### config.mk
export PLATFORM = sky130hd
export DESIGN_NAME = lcd1604_responder
export DESIGN_NICKNAME = d
export VERILOG_FILES = /design/src/rtl/lcd1604_pkg.sv /design/src/rtl/lcd_e_sync.sv /design/src/rtl/lcd1604_responder.sv
export SDC_FILE = /design/constraint.sdc
export NUM_CORES = 1
export LEC_CHECK = 0
export CAP_MARGIN = 0
export CORE_MARGIN = 4
export CORE_UTILIZATION = 35
export DETAILED_ROUTE_END_ITERATION = 16
export GPL_ROUTABILITY_DRIVEN = 0
export SYNTH_ARGS = -nofsm -noshare
export SYNTH_HDL_FRONTEND = slang
export SYNTH_SLANG_ARGS = --single-unit
### constraint.sdc
create_clock -name clk -period 4.3 [get_ports clk]
set_input_delay 1.29 -clock clk [delete_from_list [all_inputs] [get_ports clk]]
set_output_delay 1.29 -clock clk [all_outputs]
set_load 0.02 [all_outputs]
### src/rtl/lcd1604_pkg.sv
// Shared opcodes, address map, FSM states and address arithmetic
// for the HD44780-compatible 16x4 LCD responder.
package lcd1604_pkg;

  localparam logic [7:0] CMD_CLEAR    = 8'h01;
  localparam logic [7:0] CMD_ENTRY    = 8'h06;
  localparam logic [7:0] CMD_DISP_ON  = 8'h0C;
  localparam logic [7:0] CMD_DISP_CUR = 8'h0E;
  localparam logic [7:0] CMD_FUNC     = 8'h38;
  localparam logic [7:0] CMD_LINE2    = 8'hC0;

  localparam logic [6:0] LINE0_BASE = 7'h00;
  localparam logic [6:0] LINE1_BASE = 7'h40;
  localparam logic [6:0] LINE2_BASE = 7'h10;
  localparam logic [6:0] LINE3_BASE = 7'h50;

  typedef enum logic [1:0] {
    ST_IDLE,
    ST_EXEC,
    ST_CLEAR,
    ST_BUSY
  } state_t;

  // Step the address counter inside the two 40-cell windows.
  function automatic logic [6:0] addr_step(
    input logic [6:0] a,
    input logic       inc
  );
    logic [6:0] r;
    if (inc) begin
      if (a == 7'h27)      r = 7'h40;
      else if (a == 7'h67) r = 7'h00;
      else                 r = a + 7'd1;
    end else begin
      if (a == 7'h00)      r = 7'h67;
      else if (a == 7'h40) r = 7'h27;
      else                 r = a - 7'd1;
    end
    return r;
  endfunction

  // Fold an arbitrary address into its line: bit 6 picks the base,
  // the low six bits are reduced mod 40 (one subtract suffices).
  function automatic logic [6:0] addr_fix(input logic [6:0] a);
    logic [5:0] off;
    off = a[5:0];
    if (off >= 6'd40) off = off - 6'd40;
    return {a[6], off};
  endfunction

  // Valid address to linear DDRAM cell index 0..79.
  function automatic logic [6:0] addr_index(input logic [6:0] a);
    return a[6] ? {1'b0, a[5:0]} + 7'd40 : {1'b0, a[5:0]};
  endfunction

  function automatic logic [5:0] shift_step(
    input logic [5:0] s,
    input logic       right
  );
    logic [5:0] r;
    if (right) r = (s == 6'd39) ? 6'd0 : s + 6'd1;
    else       r = (s == 6'd0) ? 6'd39 : s - 6'd1;
    return r;
  endfunction

endpackage

### src/rtl/lcd_e_sync.sv
// 2-flop synchronizer for the LCD bus plus E rise/fall pulses.
// Ports: clk, reset (sync, active-low), raw bus in; synced bus, rise, fall out.
module lcd_e_sync (
  input  logic       clk,
  input  logic       reset,
  input  logic       rs,
  input  logic       rw,
  input  logic       e,
  input  logic [7:0] data,
  output logic       e_s,
  output logic       rs_s,
  output logic       rw_s,
  output logic [7:0] data_s,
  output logic       rise,
  output logic       fall
);

  logic [10:0] s1;
  logic [10:0] s2;
  logic        e_d;

  always_ff @(posedge clk) begin
    if (!reset) begin
      s1  <= '0;
      s2  <= '0;
      e_d <= 1'b0;
    end else begin
      s1  <= {e, rs, rw, data};
      s2  <= s1;
      e_d <= s2[10];
    end
  end

  // Fields come from the same stage as E, so they line up with the pulses.
  assign {e_s, rs_s, rw_s, data_s} = s2;
  assign rise = s2[10] & ~e_d;
  assign fall = ~s2[10] & e_d;

endmodule

### src/rtl/lcd1604_responder.sv
// HD44780-compatible 16x4 LCD bus responder: 80-byte DDRAM, cursor,
// entry mode, busy flag, status/data reads and a debug read port.
// Ports: clk, reset (sync, active-low); lcd_rs/rw/e/data_i bus in;
// lcd_data_o/oe bus out; busy, display_on, cursor_on, blink_on, incr,
// ddram_addr, cmd_err status; dbg_addr -> dbg_char (1-cycle latency).
// Build option LCD1604_RESPONDER_SHIFT_EN adds disp_shift[5:0].
module lcd1604_responder
  import lcd1604_pkg::*;
#(
  parameter int BUSY_CYCLES  = 2000,
  parameter int CLEAR_CYCLES = 76500,
  parameter int DDRAM_DEPTH  = 80
) (
  input  logic       clk,
  input  logic       reset,
  input  logic       lcd_rs,
  input  logic       lcd_rw,
  input  logic       lcd_e,
  input  logic [7:0] lcd_data_i,
  output logic [7:0] lcd_data_o,
  output logic       lcd_data_oe,
  output logic       busy,
  output logic       display_on,
  output logic       cursor_on,
  output logic       blink_on,
  output logic       incr,
  output logic [6:0] ddram_addr,
  output logic       cmd_err,
  input  logic [6:0] dbg_addr,
  output logic [7:0] dbg_char
`ifdef LCD1604_RESPONDER_SHIFT_EN
  ,
  output logic [5:0] disp_shift
`endif
);

  // Clear must leave room for the 80-cell sweep plus one BUSY cycle.
  localparam int CLR_TOTAL =
    (CLEAR_CYCLES > 82) ? CLEAR_CYCLES : 82;
  localparam logic [31:0] BUSY_LD = 32'(BUSY_CYCLES - 2);
  localparam logic [31:0] CLR_LD  = 32'(CLR_TOTAL - 2);
  localparam logic [6:0]  SW_LAST = 7'(DDRAM_DEPTH - 1);

  logic       s_e, s_rs, s_rw, s_rise, s_fall;
  logic [7:0] s_data;

  lcd_e_sync u_sync (
    .clk    (clk),
    .reset  (reset),
    .rs     (lcd_rs),
    .rw     (lcd_rw),
    .e      (lcd_e),
    .data   (lcd_data_i),
    .e_s    (s_e),
    .rs_s   (s_rs),
    .rw_s   (s_rw),
    .data_s (s_data),
    .rise   (s_rise),
    .fall   (s_fall)
  );

  state_t      state, state_n;
  logic [31:0] cnt;
  logic [6:0]  sweep;
  logic        boot;
  logic        c_rs;
  logic [7:0]  c_data;
  logic        accept_wr, accept_rd, drop;
  logic        sweep_last;
`ifdef LCD1604_RESPONDER_SHIFT_EN
  logic        ent_s;
`endif

  logic [7:0]  mem [DDRAM_DEPTH];
  logic        mem_we;
  logic [6:0]  mem_wa;
  logic [7:0]  mem_wd;

  assign sweep_last  = (sweep == SW_LAST);
  assign busy        = (state != ST_IDLE);
  assign lcd_data_oe = s_e & s_rw;

  always_ff @(posedge clk) begin
    if (!reset) state <= ST_CLEAR;
    else        state <= state_n;
  end

  always_comb begin
    state_n   = state;
    accept_wr = 1'b0;
    accept_rd = 1'b0;
    drop      = 1'b0;
    unique case (state)
      ST_IDLE: begin
        if (s_fall) begin
          if (!s_rw) begin
            accept_wr = 1'b1;
            state_n   = ST_EXEC;
          end else if (s_rs) begin
            accept_rd = 1'b1;
          end
        end
      end
      ST_EXEC: begin
        if (!c_rs && c_data == CMD_CLEAR) state_n = ST_CLEAR;
        else                              state_n = ST_BUSY;
      end
      ST_CLEAR: begin
        // The power-on sweep ends straight in IDLE.
        if (sweep_last) state_n = boot ? ST_IDLE : ST_BUSY;
      end
      ST_BUSY: begin
        if (cnt == '0) state_n = ST_IDLE;
      end
      default: state_n = ST_CLEAR;
    endcase
    // Status reads are always answered; anything else is lost.
    if (busy && s_fall && (!s_rw || s_rs)) drop = 1'b1;
  end

  always_ff @(posedge clk) begin
    if (!reset) begin
      cnt        <= '0;
      sweep      <= '0;
      boot       <= 1'b1;
      c_rs       <= 1'b0;
      c_data     <= '0;
      ddram_addr <= '0;
      incr       <= 1'b1;
      display_on <= 1'b0;
      cursor_on  <= 1'b0;
      blink_on   <= 1'b0;
      cmd_err    <= 1'b0;
      lcd_data_o <= '0;
`ifdef LCD1604_RESPONDER_SHIFT_EN
      ent_s      <= 1'b0;
      disp_shift <= '0;
`endif
    end else begin
      cmd_err <= drop;
      if (accept_wr) begin
        c_rs   <= s_rs;
        c_data <= s_data;
      end
      if (s_rise) begin
        lcd_data_o <= s_rs ? mem[addr_index(ddram_addr)]
                           : {busy, ddram_addr};
      end
      unique case (state)
        ST_IDLE: begin
          if (accept_rd) ddram_addr <= addr_step(ddram_addr, incr);
        end
        ST_EXEC: begin
          cnt <= BUSY_LD;
          if (c_rs) begin
            ddram_addr <= addr_step(ddram_addr, incr);
`ifdef LCD1604_RESPONDER_SHIFT_EN
            if (ent_s) disp_shift <= shift_step(disp_shift, !incr);
`endif
          end else begin
            unique case (1'b1)
              c_data[7]: ddram_addr <= addr_fix(c_data[6:0]);
              c_data[7:6] == 2'b01,
              c_data[7:5] == 3'b001: ;
              c_data[7:4] == 4'b0001: begin
                if (!c_data[3])
                  ddram_addr <= addr_step(ddram_addr, c_data[2]);
`ifdef LCD1604_RESPONDER_SHIFT_EN
                else
                  disp_shift <= shift_step(disp_shift, c_data[2]);
`endif
              end
              c_data[7:3] == 5'b00001: begin
                display_on <= c_data[2];
                cursor_on  <= c_data[1];
                blink_on   <= c_data[0];
              end
              c_data[7:2] == 6'b000001: begin
                incr  <= c_data[1];
`ifdef LCD1604_RESPONDER_SHIFT_EN
                ent_s <= c_data[0];
`endif
              end
              c_data[7:1] == 7'b0000001: begin
                ddram_addr <= '0;
                cnt        <= CLR_LD;
`ifdef LCD1604_RESPONDER_SHIFT_EN
                disp_shift <= '0;
`endif
              end
              c_data == 8'h01: begin
                cnt   <= CLR_LD;
                sweep <= '0;
`ifdef LCD1604_RESPONDER_SHIFT_EN
                disp_shift <= '0;
`endif
              end
              default: ;
            endcase
          end
        end
        ST_CLEAR: begin
          if (cnt != '0) cnt <= cnt - 32'd1;
          if (sweep_last) begin
            sweep      <= '0;
            boot       <= 1'b0;
            ddram_addr <= '0;
            incr       <= 1'b1;
          end else begin
            sweep <= sweep + 7'd1;
          end
        end
        ST_BUSY: begin
          if (cnt != '0) cnt <= cnt - 32'd1;
        end
        default: ;
      endcase
    end
  end

  assign mem_we = reset &&
    (state == ST_CLEAR || (state == ST_EXEC && c_rs));
  assign mem_wa = (state == ST_CLEAR) ? sweep
                                      : addr_index(ddram_addr);
  assign mem_wd = (state == ST_CLEAR) ? 8'h20 : c_data;

  always_ff @(posedge clk) begin
    if (mem_we) mem[mem_wa] <= mem_wd;
    dbg_char <= mem[addr_index(addr_fix(dbg_addr))];
  end

endmodule

==> flow_summary.toml, run 1 <==
[logic_synthesis]
synthTopCellsByArea = "edfxtp_1 (54%), mux4_2 (22%), dfxtp_1 (5.8%), mux2i_1 (2.3%), nor2_1 (1.6%)"
syn_inst = 2143
synth_seq_area_share = 0.601
synthArstFlopShare = 0
netlist_area_mm2 = 0.0354
yosysTopAreaCellShare = 0.543
synth.avg_cell_area_um2 = 16.5
yosys.area.top_type = "edfxtp_1"
synth_seq_cells = 742
ys.flop_type = "edfxtp_1"
synth.net_count = 2180
ys_warn_count = 0
synth_edf_count = 640
ys_types = 75

[clocking]
htree_levels = 3
cts_buffers = 81
hold_buffers = 0
clk_latency_ns = 0.66
post_cts_buffers = 0
cts_buffer_depth = 3
post_cts_resized = 0
cts-root-buf = "clkbuf_16"
cts_tree = "built"
cts_sinks = 742
path_clk_slew_ns = 0.06

[grt]
grt.total_usage = 0.197
antenna_found_initial = 5
grt_pass1_vias = 21943
grt.overflow.total = 0
grt_start_max_net_pins = 81
grt_pass1_wl_mm = 155

[sta]
slew_headroom = 0.134
rsz0062_at_grt = "false"
max_freq_mhz = 264
period_needed_ns = 3.78
whs_ns = 0.440
tightest_slew_ns = 1.29
slew_violations = 0
fin_crit_sh = 0.880
fin_skew_ns = 0.0483
hold_viol_final = 0
setup_violations = 0

[pwr]
swShare = 0.278
intPower_mw = 12.9
finalPower_mw = 17.9
switchingPower_mw = 4.98
pwr-share-clk = 0.371
p_seq_frac = 0.464
cellPowerDensity_mw_per_mm2 = 439
ir_worst_vdd_v = 0.000305
p_leak_nw = 13.1
p_comb_frac = 0.166

[route]
drc = 0
vias = 21885
drt-total-wl_mm = 105
viasPerCell = 6.00
drtIter0Drc = 2620
dr.pass1.iters = 6
ant_nets = 0
wire_per_inst_um = 28.9

[floorplan]
dieWidth_um = 326
boundaryPins = 50
initial_core_util = 0.353
die_area_mm2 = 0.106
die-height_um = 326
coreArea_mm2 = 0.100
rows = 116

[critical_path]
end_kind = "register"
max_stage_delay_ns = 0.50
path_class = "primary input to register"
crit_path_start_kind = "primary input"
required_ns = 4.82
path_cells = "clkdlybuf4s50_1 > inv_1 > ha_1 > a21oi_1 > ha_1 > nand2b_1 > xnor2_4 > buf_4 > mux4_2 > mux2i_1 > o211ai_1"
worstPathArrival_ns = 4.30
cp_common_cell = "ha_1"
cp_max_fo = 13
slowest_stage = "mux4_2"

[layout]
final_common_cell = "edfxtp_1"
areaGrowthSynthToFinish_pct = 15.4
num-nets-final = 2325
nFillCells = 8965
most-common-layout-cells = "edfxtp_1 (640), mux4_2 (340), buf_4 (146)"
fin_util = 0.408
drive_above_1_share = 0.281

[min_path]
hp-class = "register to register"

[placement]
hpwl_mm = 72.7
io_buffers = 49

[status]
status = "complete, no violations"

[job]
maxCapViolCount = 0
-- metal layers --
metal	track usage	up-vias	wire length, um
li1	-	9068	-
met1	0.272	11503	42500
met2	0.307	1092	48700
met3	0.0403	218	9340
met4	0.0805	4	4810
met5	0	-	27
-- final timing paths --
path | startpoint | end | slack, ns | cells after the start
worst min register to register | u_sync.s1[2] | u_sync.s2[2] | 0.44 | 1
worst min-delay path | u_sync.s1[2] | u_sync.s2[2] | 0.44 | 1
worst max-delay path | dbg_addr[3] | dbg_char[1] | 0.52 | 11
worst max register to register | ddram_addr[6] | mem[35][1] | 0.90 | 6
-- flip-flops by register name (all words and copies together), names as in the netlist --
signal	cells
boot	1
state	2
blink_on	1
sweep	7
c_rs	1
u_sync.s2	11
lcd_data_o	8
display_on	1
mem	640
dbg_char	8
u_sync.s1	11
cnt	32
ddram_addr	7
cmd_err	1
incr	1
c_data	8
cursor_on	1
u_sync.e_d	1
-- worst max-delay path, delay by kind of cell --
kind | cells | cell delay, ns
buffers and inverters | 3 | 0.81
AOI/OAI and AO/OA | 2 | 0.23
adders and majority gates | 2 | 0.53
xor gates and xnor gates | 1 | 0.48
and+or+nand+nor | 1 | 0.22
muxes | 2 | 0.74
-- layout make-up --
class	instances	area, um2	share of cell area
diodes	1	2.50	0.0000613
clock buffers	107	2180	0.0533
clock inverters	37	333	0.00815
inverters	21	78.8	0.00193
multi-input cells	1233	13500	0.330
flip-flops and latches	742	21300	0.521
well taps	1298	1620	0.0398
repair buffers	209	1880	0.0460
-- synthesized netlist by cell type (15+ instances only) --
cell and n:
a21boi_0 16, a21oi_1 50, a221oi_1 15, and2_1 31, buf_1 23, buf_2 54, clkbuf_1 60, dfxtp_1 102
edfxtp_1 640, ha_1 17, inv_1 19, mux2_2 20, mux2i_1 83, mux4_2 340, nand2_1 118, nand2b_1 17
nand3_1 32, nor2_1 147, nor2b_1 29, nor3_1 18, o211ai_1 19, o21ai_0 69, xnor2_1 17, xor2_1 18
-- stage by stage --
| stage | instances | setup slack, ns | area [um2] | setup TNS [ns] |
|---|---|---|---|---|
| 2_1_floorplan | 2143 | 0.394 | 35400 | 0 |
| 3_3_place_gp | 3503 | -0.0162 | 38300 | -0.0404 |
| 3_5_place_dp | 3503 | -0.109 | 38300 | -0.299 |
| 4_1_cts | 3647 | 0.533 | 40800 | 0 |
| 5_1_grt | 3647 | 0.325 | 40800 | 0 |
| 6_report | 3648 | 0.516 | 40800 | 0 |
-- logic make-up after synthesis --
logic type               after synthesis  synth area share
flip-flops                           742             0.601
AND/OR/NAND/NOR                      454            0.0626
multiplexers                         443             0.246
AO/OA/AOI/OAI                        283            0.0537
buffers and inverters                168            0.0210
XOR/XNOR                              36           0.00913
adder cells (fa/ha/maj)               17           0.00601
-- power by group through the flow --
stage	Clock [mW]	Combinational, mW	Sequential, mW
CTS	6.77	2.94	8.30
detailed placement	0	2.92	8.45
finish	6.64	2.97	8.31
global placement	0	2.84	8.42
global route	7.11	3.19	8.33
floorplan	0	1.99	8.35
(Power assumes the default switching activity.)
==> run 2: changes to the inputs <==
--- a/config.mk
+++ b/config.mk
@@ -6,6 +6,7 @@
 export NUM_CORES = 1
 export LEC_CHECK = 0
 export CAP_MARGIN = 0
+export CORE_ASPECT_RATIO = 1.75
 export CORE_MARGIN = 4
 export CORE_UTILIZATION = 35
 export DETAILED_ROUTE_END_ITERATION = 16
==> run 2 against run 1 <==
Sequential cell count stayed put. Cell count is 1.1% higher. Clock-buffer cell count is 18 lower. Sequential share of layout area hardly changed. Sequential power is 0.7% lower. Highest routed layer is now met4. Via count is 1.0% lower. Fmax is 0.70% higher.
==> flow_summary.toml, run 2 (synthesis results as in run 1) <==
[status]
status = "complete, no violations"

[sta]
fin_crit_sh = 0.874
tightest_slew_ns = 1.16
fin_skew_ns = 0.0329
slew_headroom = 0.219
rsz0062_at_grt = "false"
max_freq_mhz = 266
slew_violations = 0
hold_viol_final = 0
setup_violations = 0
finalSetupTns_ns = 0
period_needed_ns = 3.76
setup_ws_ns = 0.542

[floorplan]
coreArea_mm2 = 0.101
rows = 154
dieWidth_um = 248
die-height_um = 429
die_area_mm2 = 0.106
initial_core_util = 0.352
boundaryPins = 50

[route]
drc = 0
drtIter0Drc = 2030
drt-total-wl_mm = 112
viasPerCell = 5.87
dr.pass1.iters = 9
ant_nets = 0
vias = 21661
wire_per_inst_um = 30.5

[placement]
hpwl_mm = 80.4
dp_cells = 3562
place_area_mm2 = 0.0386
io_buffers = 49
dp_slack_ns = -0.0514

[grt]
grt_pass1_vias = 22756
grt_start_max_net_pins = 92
grt.overflow.total = 0
antenna_found_initial = 1
grt_pass1_wl_mm = 162
grt.total_usage = 0.212

[layout]
final_cells = 3688
largest_reg_flops = 640
final_common_cell = "edfxtp_1"
reg_top3 = "mem (640), cnt (32)"
areaGrowthSynthToFinish_pct = 15.5
drive_above_1_share = 0.287
regMostFlops = "mem"
final_area_mm2 = 0.0409
most-common-layout-cells = "edfxtp_1 (640), mux4_2 (340), buf_4 (179)"
num-nets-final = 2345

[critical_path]
max_stage_delay_ns = 0.52
worstPathArrival_ns = 4.26
cp_common_cell = "ha_1"
crit_family = "multiplexers"
slowest_stage = "mux4_2"
cp_max_fo = 6
path_class = "primary input to register"
cp_num_buf_inv = 3
end_kind = "register"
path_cells = "clkdlybuf4s50_1 > inv_1 > ha_1 > a21oi_1 > ha_1 > nand2b_1 > xnor2_4 > buf_4 > mux4_2 > mux2i_1 > o211ai_1"
required_ns = 4.81
crit_path_start_kind = "primary input"

[pwr]
p_leak_nw = 13.1
p_comb_frac = 0.175
swShare = 0.276
switchingPower_mw = 4.88
p_seq_frac = 0.466
intPower_mw = 12.8
finalPower_mw = 17.7
cellPowerDensity_mw_per_mm2 = 433
ir_worst_vdd_v = 0.000412
pwr-share-clk = 0.359

[clocking]
path_clk_slew_ns = 0.07
post_cts_resized = 0
cts_tree = "built"
clk_latency_ns = 0.66
cts_buffer_depth = 3
cts_sinks = 742
hold_buffers = 0
htree_levels = 3
post_cts_buffers = 0
cts-root-buf = "clkbuf_16"
cts_buffers = 70

[job]
maxCapViolCount = 0

[min_path]
hp-class = "register to register"
[run 2: changes by cell type in the layout (fill, tap and decap cells not counted), sizes merged]
cell and delta:
inv -3, buf +31, diode +1, clkinvlp +1
clkinv -5, bufinv +5, clkbuf -18
[run 2: worst reg2reg max path, delay by kind of cell, from the launching register on]
family	cells	cell delay, ns
AO/OA/AOI/OAI	4	2.31
buffers and inverters	1	0.23
flip-flops	1	0.61
AND/OR/NAND/NOR	1	0.23
[run 2: path summary, 6_finish.rpt]
kind / from / endpoint / slack [ns] / depth (start not counted)
hold / removal: u_sync.s1[2] / u_sync.s2[2] / 0.43 / 1
setup reg to reg: ddram_addr[4] / lcd_data_o[2] / 0.81 / 6
setup / recovery: dbg_addr[3] / dbg_char[2] / 0.54 / 11
hold reg to reg: u_sync.s1[2] / u_sync.s2[2] / 0.43 / 1
[run 2: cell type report]
cell class | instances | area [um2]
sequential | 742 | 21300
antenna | 2 | 5.00
multi-input combinational | 1233 | 13500
inverter | 21 | 78.8
clock inverter | 35 | 400
clock buffer | 89 | 1900
fill | 9055 | 59700
timing repair buffer | 240 | 2090
tap | 1326 | 1660
[run 2: stage by stage]
stage | utilization | hold WS (ns)
after CTS | 0.406 | 0.437
after detailed placement | 0.383 | 0.424
final | 0.406 | 0.434
after global placement | 0.383 | 0.425
after global routing | 0.406 | 0.442
after floorplan | - | 0.412
[run 2: routing by layer]
metal	up-vias	part of all wire	global-route usage
li1	9082	-	-
met1	11228	0.31	0.218
met2	1000	0.51	0.365
met3	351	0.060	0.0323
met4	0	0.12	0.192
met5	-	0	0
[run 2: power groups by stage]
stage / clock [mW] / combinational, mW / sequential, mW
floorplan: 0 / 1.99 / 8.35
global placement: 0 / 3.02 / 8.39
detailed placement: 0 / 3.08 / 8.41
CTS: 6.48 / 3.09 / 8.25
global route: 6.77 / 3.29 / 8.28
finish: 6.35 / 3.10 / 8.25
